$ cat src/rtl/mem_rsp_pkg.sv
`default_nettype none
// ----------------------------------------------------------------------------
// mem_rsp_pkg : shared types and sizing helpers for the response cut chain
// Revision    : 1.0
// ----------------------------------------------------------------------------
package mem_rsp_pkg;

  typedef enum logic {
    CutSpill = 1'b0,
    CutPipe  = 1'b1
  } cut_mode_e;

  // Occupancy port is sized for two slots per stage in either mode, so the
  // port width does not change when a block switches cut type.
  function automatic int occ_width(input int num_cuts, input cut_mode_e mode);
    int w;
    w = $clog2(2 * num_cuts + 1);
    return (w < 1) ? 1 : w;
  endfunction

endpackage
`default_nettype wire

$ cat src/rtl/mem_rsp_cut_stage.sv
`default_nettype none
// ----------------------------------------------------------------------------
// mem_rsp_cut_stage : one valid/ready register stage, spill (2-slot) or pipe
// Revision          : 1.0
// ----------------------------------------------------------------------------
module mem_rsp_cut_stage
  import mem_rsp_pkg::*;
#(
  parameter int unsigned DataWidth = 32,
  parameter cut_mode_e   CutMode   = CutSpill
) (
  input  logic                 clk_i,
  input  logic                 rst_i,
  input  logic                 flush_i,
  input  logic                 valid_i,
  output logic                 ready_o,
  input  logic [DataWidth-1:0] data_i,
  output logic                 valid_o,
  input  logic                 ready_i,
  output logic [DataWidth-1:0] data_o,
  output logic [1:0]           occ_o
);

  if (CutMode == CutSpill) begin : g_spill
    logic                 a_full_q, a_full_d, b_full_q, b_full_d;
    logic [DataWidth-1:0] a_data_q, a_data_d, b_data_q, b_data_d;
    logic                 w_in_fire, w_out_fire;

    assign valid_o    = a_full_q & ~flush_i;
    assign ready_o    = ~b_full_q & ~flush_i;
    assign data_o     = a_data_q;
    assign w_in_fire  = valid_i & ready_o;
    assign w_out_fire = valid_o & ready_i;
    assign occ_o      = {1'b0, a_full_q} + {1'b0, b_full_q};

    // B can only be full while ready_o is low, so a refill of A from B never
    // coincides with a new beat arriving.
    always_comb begin
      a_full_d = a_full_q;
      b_full_d = b_full_q;
      a_data_d = a_data_q;
      b_data_d = b_data_q;
      if (w_out_fire) begin
        if (b_full_q) begin
          a_data_d = b_data_q;
          b_full_d = 1'b0;
        end else begin
          a_full_d = w_in_fire;
          a_data_d = data_i;
        end
      end else if (w_in_fire) begin
        if (!a_full_q) begin
          a_full_d = 1'b1;
          a_data_d = data_i;
        end else begin
          b_full_d = 1'b1;
          b_data_d = data_i;
        end
      end
    end

    always_ff @(posedge clk_i) begin
      if (rst_i || flush_i) begin
        a_full_q <= 1'b0;
        b_full_q <= 1'b0;
      end else begin
        a_full_q <= a_full_d;
        b_full_q <= b_full_d;
      end
    end

    always_ff @(posedge clk_i) begin
      a_data_q <= a_data_d;
      b_data_q <= b_data_d;
    end
  end else begin : g_pipe
    logic                 full_q, full_d;
    logic [DataWidth-1:0] data_q, data_d;
    logic                 w_in_fire, w_out_fire;

    assign valid_o    = full_q & ~flush_i;
    assign ready_o    = (~full_q | ready_i) & ~flush_i;
    assign data_o     = data_q;
    assign w_in_fire  = valid_i & ready_o;
    assign w_out_fire = valid_o & ready_i;
    assign occ_o      = {1'b0, full_q};

    always_comb begin
      full_d = full_q;
      data_d = data_q;
      if (w_in_fire) begin
        full_d = 1'b1;
        data_d = data_i;
      end else if (w_out_fire) begin
        full_d = 1'b0;
      end
    end

    always_ff @(posedge clk_i) begin
      if (rst_i || flush_i) begin
        full_q <= 1'b0;
      end else begin
        full_q <= full_d;
      end
    end

    always_ff @(posedge clk_i) begin
      data_q <= data_d;
    end
  end

endmodule
`default_nettype wire

$ cat src/rtl/mem_rsp_pipe.sv
`default_nettype none
// ----------------------------------------------------------------------------
// mem_rsp_pipe : multi-channel response cut chain with occupancy and flush
// Revision     : 1.0
// ----------------------------------------------------------------------------
module mem_rsp_pipe
  import mem_rsp_pkg::*;
#(
  parameter int unsigned DataWidth   = 32,
  parameter int unsigned NumChannels = 1,
  parameter int unsigned NumCuts     = 1,
  parameter cut_mode_e   CutMode     = CutSpill,
  localparam int         OccW        = occ_width(NumCuts, CutMode)
) (
  input  logic                                  clk_i,
  input  logic                                  rst_i,
  input  logic                                  flush_i,
  input  logic [NumChannels-1:0]                rvalid_i,
  output logic [NumChannels-1:0]                rready_o,
  input  logic [NumChannels-1:0][DataWidth-1:0] rdata_i,
  output logic [NumChannels-1:0]                rvalid_o,
  input  logic [NumChannels-1:0]                rready_i,
  output logic [NumChannels-1:0][DataWidth-1:0] rdata_o,
  output logic [NumChannels-1:0][OccW-1:0]      occ_o,
  output logic [NumChannels-1:0]                empty_o
);

  if (NumCuts == 0) begin : g_passthru
    logic w_unused_ctrl;
    assign rvalid_o      = rvalid_i;
    assign rready_o      = rready_i;
    assign rdata_o       = rdata_i;
    assign occ_o         = '0;
    assign empty_o       = '1;
    assign w_unused_ctrl = ^{clk_i, rst_i, flush_i};
  end else begin : g_cuts
    for (genvar ch = 0; ch < NumChannels; ch++) begin : g_chan
      logic [NumCuts:0]                w_valid, w_ready;
      logic [NumCuts:0][DataWidth-1:0] w_data;
      logic [NumCuts-1:0][1:0]         w_stage_occ;
      logic [OccW-1:0]                 w_occ_sum;

      assign w_valid[0]       = rvalid_i[ch];
      assign w_data[0]        = rdata_i[ch];
      assign rready_o[ch]     = w_ready[0];
      assign rvalid_o[ch]     = w_valid[NumCuts];
      assign rdata_o[ch]      = w_data[NumCuts];
      assign w_ready[NumCuts] = rready_i[ch];

      for (genvar s = 0; s < NumCuts; s++) begin : g_stage
        mem_rsp_cut_stage #(
          .DataWidth (DataWidth),
          .CutMode   (CutMode)
        ) u_stage (
          .clk_i   (clk_i),
          .rst_i   (rst_i),
          .flush_i (flush_i),
          .valid_i (w_valid[s]),
          .ready_o (w_ready[s]),
          .data_i  (w_data[s]),
          .valid_o (w_valid[s+1]),
          .ready_i (w_ready[s+1]),
          .data_o  (w_data[s+1]),
          .occ_o   (w_stage_occ[s])
        );
      end

      // Occupancy is the sum of registered slot flags, never a separate count.
      always_comb begin
        w_occ_sum = '0;
        for (int s = 0; s < NumCuts; s++) begin
          w_occ_sum = w_occ_sum + OccW'(w_stage_occ[s]);
        end
      end

      assign occ_o[ch]   = w_occ_sum;
      assign empty_o[ch] = (w_occ_sum == '0);
    end
  end

endmodule
`default_nettype wire
$ cat config.mk
export PLATFORM = sky130hd
export DESIGN_NAME = mem_rsp_pipe
export DESIGN_NICKNAME = d
export VERILOG_FILES = /design/src/rtl/mem_rsp_pkg.sv /design/src/rtl/mem_rsp_cut_stage.sv /design/src/rtl/mem_rsp_pipe.sv
export SDC_FILE = /design/constraint.sdc
export NUM_CORES = 1
export LEC_CHECK = 0
export ABC_AREA = 1
export CAP_MARGIN = 40
export CORE_MARGIN = 3
export CORE_UTILIZATION = 51
export CTS_CLUSTER_DIAMETER = 80
export CTS_CLUSTER_SIZE = 28
export DETAILED_ROUTE_END_ITERATION = 8
export PLACE_DENSITY = 0.95
export SETUP_SLACK_MARGIN = 0.3
export SYNTH_ARGS = -nofsm -noshare
export SYNTH_HDL_FRONTEND = slang
export SYNTH_SLANG_ARGS = --single-unit
$ cat constraint.sdc
create_clock -name clk_i -period 11.5 [get_ports clk_i]
set_input_delay 2.3 -clock clk_i [delete_from_list [all_inputs] [get_ports clk_i]]
set_output_delay 2.3 -clock clk_i [all_outputs]
set_load 0.05 [all_outputs]
== After elaboration in Yosys (flattened, before gate mapping) ==
Index checks and enable logic that the tools add are counted.
Word-level totals
  output and inout port bits: 37
  register bits: 66
  input bits: 37
Operators by class
  bitwise operators: 7
  reductions and logical operators: 8
  muxes and demuxes: 7
  equality and inequality tests: 2
  add/subtract/negate cells: 1
Operators by type and width (count)
  32-bit two-way mux: 4
  2-bit AND reduction: 3
  1-bit AND: 4
  2-bit != test, second input constant: 2
  1-bit two-way mux: 3
  1-bit NOT: 3
  3-bit AND reduction: 1
  1-bit by 1-bit adder with 2-bit output: 1
  2-bit logical NOT: 1
  2-bit nonzero test: 1
  2-bit OR reduction: 1
  1-bit logical OR: 1

== Logic depth before layout (Yosys ltp) ==
Gate-level depths: netlist of the first run.
  depth in word-level cells: 5
  depth in mapped cells: 6

== By module ==
From an unflattened synthesis of the first run, not the netlist that was laid out.
Second synthesis, totals
  cell total of the unflattened synthesis: 195
  area total of the unflattened synthesis: 2637.5 µm²
By module, submodules not included
  mem_rsp_cut_stage: seq. area each 1961.9 µm², area each 2633.8 µm², instances 1, cells each 194
  mem_rsp_pipe: seq. area each 0.0 µm², area each 3.8 µm², instances 1, cells each 1

== Worst setup path before layout of the first run ==
OpenSTA, ideal clock, no wires.
  kind: input port to flip-flop
  from: in flush_i
  to: reg g_cuts.g_chan[0].g_stage[0].u_stage.g_spill.a_data_q[0] (enable)
  path slack: 5.520 ns
  stages: 3
  buffers on the path: 0
  data arrival time: 5.515 ns
  path through: nor2_1 > nand2_1 > o21ai_0
Between the ends
  cells in the longest elaborated chain, start to end: 5
  elaborated cells on any way between the ends: 8
RTL lines
  start, declared: line mem_rsp_pipe.sv:17  | input logic flush_i,
  1-bit NOT (*): line mem_rsp_cut_stage.sv:29, mem_rsp_cut_stage.sv:30
  1-bit AND, on equally long branches: line mem_rsp_cut_stage.sv:29, mem_rsp_cut_stage.sv:30
  1-bit AND, on equally long branches: line mem_rsp_cut_stage.sv:33, mem_rsp_cut_stage.sv:32
  2-bit != test (no source line) or 2-bit nonzero test (tied branches)
  2-bit AND reduction (no source line) (*)
  end signal, assigned: line mem_rsp_cut_stage.sv:73  | a_data_q <= a_data_d;
  end, declared: line mem_rsp_cut_stage.sv:26  | logic [DataWidth-1:0] a_data_q, a_data_d, b_data_q, b_data_d;
Mark *: on every way between the ends. The rest lies on a longest branch, timed or not.
A chain may end at the register's enable or synchronous reset.

== Final worst setup path of the first run ==
  from: in flush_i
  to: out rready_o
Between the ends
  cells in the longest elaborated chain, start to end: 2
RTL lines
  1-bit NOT: line mem_rsp_cut_stage.sv:30  | assign ready_o = ~b_full_q & ~flush_i;
  1-bit AND: line mem_rsp_cut_stage.sv:30
  end, declared: line mem_rsp_pipe.sv:19  | output logic [NumChannels-1:0] rready_o,
Every way passes these cells.

==> metrics, run 1 <==
status finished clean; critical path class in2out; ANT cells 0; Post-Syn Nets 234; port bufs 73; post-cts resize count 0; Top delay family on crit path buffers and inverters; Tightest Hold Check Type reg2reg; Endpoint, Worst Hold g_cuts.g_chan[0].g_stage[0].u_stage.data_o[11]; # rows 25; CP dominant cell by count clkdlybuf4s50_1; fmax 161 MHz; RSZ-0062 raised after global routing false; Area growth, synth to finish 36.1%; Nets 307; Ports 74; commonest non-fill, non-tap cell in the layout clkdlybuf4s50_1; share of cells above drive strength 1 0.0699; gr usage total 0.195; hold buffer count at CTS 0; sw frac 0.235; FF-to-FF path depth 4; Reg2Reg Setup Slack 9190 ps; worst-case vdd ir drop 0.0000949 V; Min-Delay Path Depth 2; fill count 320; skew final 6.08 ps; max-cap violations 0; Sum Neg Setup Slack 0 ps; Ys Warns 0; combinational power share 0.115; Die ar. 6040 um2; clock slew at reported path FFs 70 ps; sequential area share after synthesis 0.748; fin crit share 0.539; Die X 77.7 um; clk_lat worst skew 340 ps; Hold Worst Slack 557 ps; Slew headroom 0.421; Seq pwr share 0.533; #FFs+latches synth 66; vias in the first global route 1800; Startpoint Class input port; Hold Vio Cnt, Final 0; vias post-DR 1833; TritonCTS clock tree built; # H-tree levels 3; largest net degree at the start of global routing 36; largest stage delay on the critical path 860 ps; Total Wirelength 5.54 mm; Sink Count 66; Initial DRT Pass Iterations 5; LEAKAGE 1.22 nW; core area 4850 um2; Worst Path Max Fanout 4; Least-Margin Pin Slew 867 ps; first-pass GRT wire length 8.76 mm; Synth cell types 16; ANT nets after route 0; synthesized area 2620 um2; root buffer cell clkbuf_8; Crit-path slowest cell clkdlybuf4s50_1; initial antenna violation count 0; Avg WL per Cell 16.3 um; CP Capture Type output pin; Iter 0 DRT Violations 143; commonest cells after routing, fill and taps aside clkdlybuf4s50_1 (73), edfxtp_1 (64), nand2_1 (36); Via density 5.41; Critical path buffers and inverters 2; Die Ht 77.7 um; RePlAce Congestion 0.694; Clock Path Buffers 2; final setup fails 0; mean post-synth cell area 13.5 um2; Syn Inst Count 195; Worst EP arrival 3900 ps; crit-path cells clkdlybuf4s50_1 -> nor2_1 -> clkdlybuf4s50_1; Reg area 1960 um2; fin crit period 6200 ps; P_int 0.393 mW; footprint of the multi-input gates 557 um2; Crit. Startpoint flush_i; Congestion Overflow GR 0; pwr dens 144 nW/um2; initial cell density of the core 0.541; Slew Viols, Final 0; Clock Power Share 0.352; required time of the critical path 9200 ps; total CTS buffers 9; Setup Fix Bufs, Post-CTS 0; dpl hpwl 3.65 mm; Net Sw Power 0.120 mW; drt drc 0
[through the flow]
stage / cell area [um2] / cells / worst slack, ps / util / total power, mW
final: 3570 / 339 / 5300 / 0.736 / 0.514
after global routing: 3570 / 339 / 5220 / 0.736 / 0.527
after CTS: 3570 / 339 / 5290 / 0.736 / 0.514
after detailed placement: 3390 / 324 / 5350 / 0.700 / 0.338
after global placement: 3350 / 322 / 5360 / 0.691 / 0.335
after floorplan: 2620 / 195 / 5520 / - / 0.309
[power by group through the flow]
stage | combinational (mW) | sequential (mW) | clock, mW
floorplan | 0.0109 | 0.298 | 0
global placement | 0.0559 | 0.279 | 0
detailed placement | 0.0589 | 0.279 | 0
CTS | 0.0592 | 0.274 | 0.181
global route | 0.0620 | 0.274 | 0.190
finish | 0.0589 | 0.274 | 0.181
[synth_stat cells]
master	number	area [um2]
dfxtp_1	2	40.0
edfxtp_1	64	1920
nand3_1	32	160
a21oi_1	2	10.0
nand3_2	1	10.0
ha_1	2	25.0
inv_1	4	15.0
buf_2	1	5.00
buf_4	1	7.51
o21ai_0	33	165
inv_2	1	3.75
nand3_4	1	17.5
clkbuf_2	5	25.0
nor2_1	4	15.0
buf_6	6	67.6
nand2_1	36	135
[registers in the layout (all words and copies together) (netlist names)]
register	flops
g_cuts.g_chan.g_stage.u_stage.g_spill.b_data_q	32
g_cuts.g_chan.g_stage.u_stage.data_o	32
g_cuts.g_chan.g_stage.u_stage.g_spill.b_full_q	1
g_cuts.g_chan.g_stage.u_stage.g_spill.a_full_q	1
[cell families (layout without fill, tap and decap cells)]
| group | after synthesis | after routing | share of synthesized area |
|---|---|---|---|
| buf+inv | 18 | 95 | 0.0472 |
| simple gates | 74 | 74 | 0.129 |
| flops | 66 | 66 | 0.748 |
| fa+ha+maj | 2 | 2 | 0.00954 |
| compound gates | 35 | 35 | 0.0668 |
[metal layers]
metal | GRT usage | vias to the layer above | wire length [um]
met5 | 0 | - | 0
met3 | 0.0452 | 16 | 407
li1 | - | 860 | -
met4 | 0.117 | 0 | 153
met2 | 0.329 | 91 | 2900
met1 | 0.226 | 866 | 2080
[worst register-to-register path, delay by kind of cell, from the launching register on]
kind	cells	cell delay, ps
buf+inv	1	250
simple gates	3	1200
flops	1	480
[how the worst max path moves through the flow]
stage          slack [ps]  cells after the start                                       endpoint
3_5_place_dp         5350                      3                                       rready_o
4_1_cts              5290                      3                                       rready_o
2_1_floorplan        5520                      3  g_cuts.g_chan[0].g_stage[0].u_stage.data_o[0]
6_report             5300                      3                                       rready_o
3_3_place_gp         5360                      3                                       rready_o
5_1_grt              5220                      3                                       rready_o
[final cells by class]
type                    instances  share of cell area
flip-flops and latches         66               0.550
repair buffers                 75               0.217
multi-input cells             111               0.156
clock buffers                  11              0.0368
well taps                      67              0.0235
clock inverters                 4              0.0123
inverters                       5             0.00526
Power figures use the tool's default switching activity.
==> inputs of run 2 (changes only) <==
--- a/config.mk
+++ b/config.mk
@@ -8,11 +8,11 @@
 export ABC_AREA = 1
 export CAP_MARGIN = 40
 export CORE_MARGIN = 3
-export CORE_UTILIZATION = 51
+export CORE_UTILIZATION = 47
 export CTS_CLUSTER_DIAMETER = 80
 export CTS_CLUSTER_SIZE = 28
 export DETAILED_ROUTE_END_ITERATION = 8
-export PLACE_DENSITY = 0.95
+export PLACE_DENSITY = 0.9
 export SETUP_SLACK_MARGIN = 0.3
 export SYNTH_ARGS = -nofsm -noshare
 export SYNTH_HDL_FRONTEND = slang
==> constraint.sdc (replaced) <==
create_clock -name clk_i -period 6.45 [get_ports clk_i]
set_input_delay 1.29 -clock clk_i [delete_from_list [all_inputs] [get_ports clk_i]]
set_output_delay 1.29 -clock clk_i [all_outputs]
set_load 0.05 [all_outputs]
==> metrics, run 2 (synthesis gave the netlist of run 1 again) <==
initial cell density of the core 0.501; LEAKAGE 1.24 nW; TritonCTS clock tree built; Worst Path Max Fanout 34; Placed Cells 327; pwr dens 265 nW/um2; final setup fails 0; Area growth, synth to finish 37.5%; fill count 372; vias in the first global route 1673; commonest cells after routing, fill and taps aside clkdlybuf4s50_1 (73), edfxtp_1 (64), nand2_1 (36); Die X 80.7 um; Startpoint Class flop; Die Ht 80.7 um; share of cells above drive strength 1 0.0769; dpl hpwl 3.55 mm; Initial DRT Pass Iterations 4; commonest non-fill, non-tap cell in the layout clkdlybuf4s50_1; fmax 237 MHz; Sum Neg Setup Slack 0 ps; post-cts resize count 0; Setup Fix Bufs, Post-CTS 0; Avg WL per Cell 15.4 um; clk_lat worst skew 340 ps; Hold Vio Cnt, Final 0; required time of the critical path 5160 ps; root buffer cell clkbuf_8; RSZ-0062 raised after global routing false; drt drc 0; Congestion Overflow GR 0; Ports 74; # H-tree levels 3; Worst EP arrival 2940 ps; ANT nets after route 0; Least-Margin Pin Slew 859 ps; clock slew at reported path FFs 70 ps; core area 5240 um2; first-pass GRT wire length 8.45 mm; Sink Count 66; skew final 3.39 ps; Place WS 2320 ps; Slew headroom 0.426; Clock Path Buffers 2; Total Wirelength 5.27 mm; hold buffer count at CTS 0; max-cap violations 0; min setup slack post-route 2220 ps; initial antenna violation count 0; critical path class reg2out; non-filler instance count after layout 343; CP Capture Type output pin; largest net degree at the start of global routing 36; Die ar. 6510 um2; ANT cells 0; Tightest Hold Check Type reg2reg; Nets 307; total CTS buffers 9; fin crit share 0.655; status finished clean; Via density 5.12; fin crit period 4230 ps; # rows 26; RePlAce Congestion 0.797; vias post-DR 1755; worst-case vdd ir drop 0.000171 V; fin util 0.689; Slew Viols, Final 0; port bufs 73; gr usage total 0.181; Iter 0 DRT Violations 122
==> run 2: metrics by stage <==
| stage | power, mW | area [um2] | hold WS [ps] |
|---|---|---|---|
| floorplan | 0.552 | 2620 | 516 |
| global placement | 0.598 | 3360 | 531 |
| detailed placement | 0.603 | 3400 | 535 |
| CTS | 0.964 | 3610 | 550 |
| global route | 0.992 | 3610 | 575 |
| finish | 0.957 | 3610 | 548 |
==> run 2: final cells by class <==
type                            instances  area [um2]  share of cell area
Multi-Input combinational cell        111         557               0.154
Timing Repair Buffer                   75         773               0.214
Tap cell                               70        87.6              0.0243
Clock buffer                           10         128              0.0354
Inverter                                5        18.8             0.00520
Clock inverter                          6        81.3              0.0225
Sequential cell                        66        1960               0.544
==> run 2: path summary, 6_finish.rpt <==
check,cells past startpoint,slack [ps],endpoint
worst max-delay path,3,2220,occ_o[0]
worst min-delay path,2,550,g_cuts.g_chan[0].g_stage[0].u_stage.data_o[31]
worst max register to register,3,4220,flop
worst min register to register,2,550,g_cuts.g_chan[0].g_stage[0].u_stage.data_o[31]
==> run 2: worst max-delay path, stage by stage, from the launching register on <==
cell and delay [ps]:
dfxtp_1 740, inv_1 580, ha_1 470, clkdlybuf4s50_1 800
==> run 2: power by group <==
group	switching, mW	internal [mW]	leakage (nW)
logic	0.0624	0.0425	0.529
clock network	0.149	0.215	0.104
registers	0.00360	0.484	0.604
total	0.215	0.742	1.24
==> run 2: routing by layer <==
layer | wire (um) | track usage
met1 | 2010 | 0.218
met2 | 2820 | 0.292
met3 | 365 | 0.0661
met4 | 76 | 0.0811
met5 | 0 | 0
==> inputs of run 3 (changes only) <==
==> constraint.sdc (replaced) <==
create_clock -name clk_i -period 3.95 [get_ports clk_i]
set_input_delay 0.79 -clock clk_i [delete_from_list [all_inputs] [get_ports clk_i]]
set_output_delay 0.79 -clock clk_i [all_outputs]
set_load 0.05 [all_outputs]
==> metrics, run 3 (synthesis gave the netlist of run 1 again) <==
clock slew at reported path FFs 60 ps; first-pass GRT wire length 8.89 mm; Congestion Overflow GR 0; Hold Worst Slack 554 ps; Initial DRT Pass Iterations 5; commonest non-fill, non-tap cell in the layout clkdlybuf4s50_1; hold buffer count at CTS 0; fill count 360; share of cells above drive strength 1 0.0733; Post-DP Area 3400 um2; Slew Viols, Final 0; fin util 0.683; Avg WL per Cell 16.6 um; initial cell density of the core 0.501; FF-to-FF path depth 3; ANT cells 0; non-filler instance count after layout 343; Die X 80.7 um; required time of the critical path 3160 ps; vias post-DR 1846; RePlAce Congestion 0.735; Nets 307; Sum Neg Setup Slack 0 ps; fmax 315 MHz; Least-Margin Pin Slew 861 ps; max-cap violations 0; design area 3580 um2; Power Total 1.50 mW; Placed Cells 327; Via density 5.38; Slew headroom 0.425; LEAKAGE 1.23 nW; Endpoint, Worst Hold g_cuts.g_chan[0].g_stage[0].u_stage.data_o[7]; ANT nets after route 0; critical path class in2out; Crit. Startpoint flush_i; Clock Path Buffers 2; commonest cells after routing, fill and taps aside clkdlybuf4s50_1 (71), edfxtp_1 (64), nand2_1 (36); core area 5240 um2; Total Wirelength 5.69 mm; Hold Vio Cnt, Final 0; pwr dens 419 nW/um2; # H-tree levels 3; skew final 2.66 ps; Setup Fix Bufs, Post-CTS 0; min setup slack post-route 774 ps; initial antenna violation count 0; TritonCTS clock tree built; Reg2Reg Setup Slack 1710 ps; worst-case vdd ir drop 0.000316 V; final setup fails 0; clk_lat worst skew 340 ps; status finished clean; Ports 74; Die Ht 80.7 um; CP Capture Type output pin; port bufs 73; Die ar. 6510 um2; Iter 0 DRT Violations 163; total CTS buffers 9; vias in the first global route 1798; Tightest Hold Check Type reg2reg; gr usage total 0.191; fin crit share 0.804; # rows 26; Area growth, synth to finish 36.3%; Min-Delay Path Depth 2; root buffer cell clkbuf_8; post-cts resize count 0; drt drc 0; Worst Path Max Fanout 4; Place WS 785 ps; fin crit period 3180 ps; largest net degree at the start of global routing 36; Sink Count 66; RSZ-0062 raised after global routing false; Worst EP arrival 2390 ps; dpl hpwl 3.63 mm; Startpoint Class input port
## run 3: cell types whose count changed in the layout (fill, tap and decap cells not counted), sizes merged
cell	before	now
clkinvlp	1	0
bufinv	2	1
clkbuf	10	12
clkdlybuf4s50	73	71
buf	2	4
## run 3: worst max path at each step
stage / end / slack (ps) / depth (start not counted)
final: rready_o / 770 / 3
after global routing: rready_o / 730 / 3
after CTS: rready_o / 780 / 3
after detailed placement: flop / 780 / 5
after global placement: rready_o / 850 / 3
after floorplan: g_cuts.g_chan[0].g_stage[0].u_stage.data_o[0] / 340 / 3
## run 3: per-layer routing
layer,global-route usage,routed length (um)
met1,0.224,2210
met2,0.307,2870
met3,0.0617,464
met4,0.111,148
met5,0,0
## run 3: power breakdown
part | total, mW | internal (mW) | switching (mW)
registers | 0.797 | 0.791 | 0.00594
clock network | 0.528 | 0.287 | 0.241
logic | 0.174 | 0.0703 | 0.104
## run 3: area by class of cell
cell class              count  area, um2  share of cell area
clock buffers              12        135              0.0378
clock inverters             4       42.5              0.0119
inverters                   5       18.8             0.00525
repair buffers             75        773               0.216
multi-input cells         111        557               0.156
flip-flops and latches     66       1960               0.549
well taps                  70       87.6              0.0245
## run 3: critical path, cell delays in order
cell             delay (ps)
clkdlybuf4s50_1         480
nor2_1                  260
clkdlybuf4s50_1         860
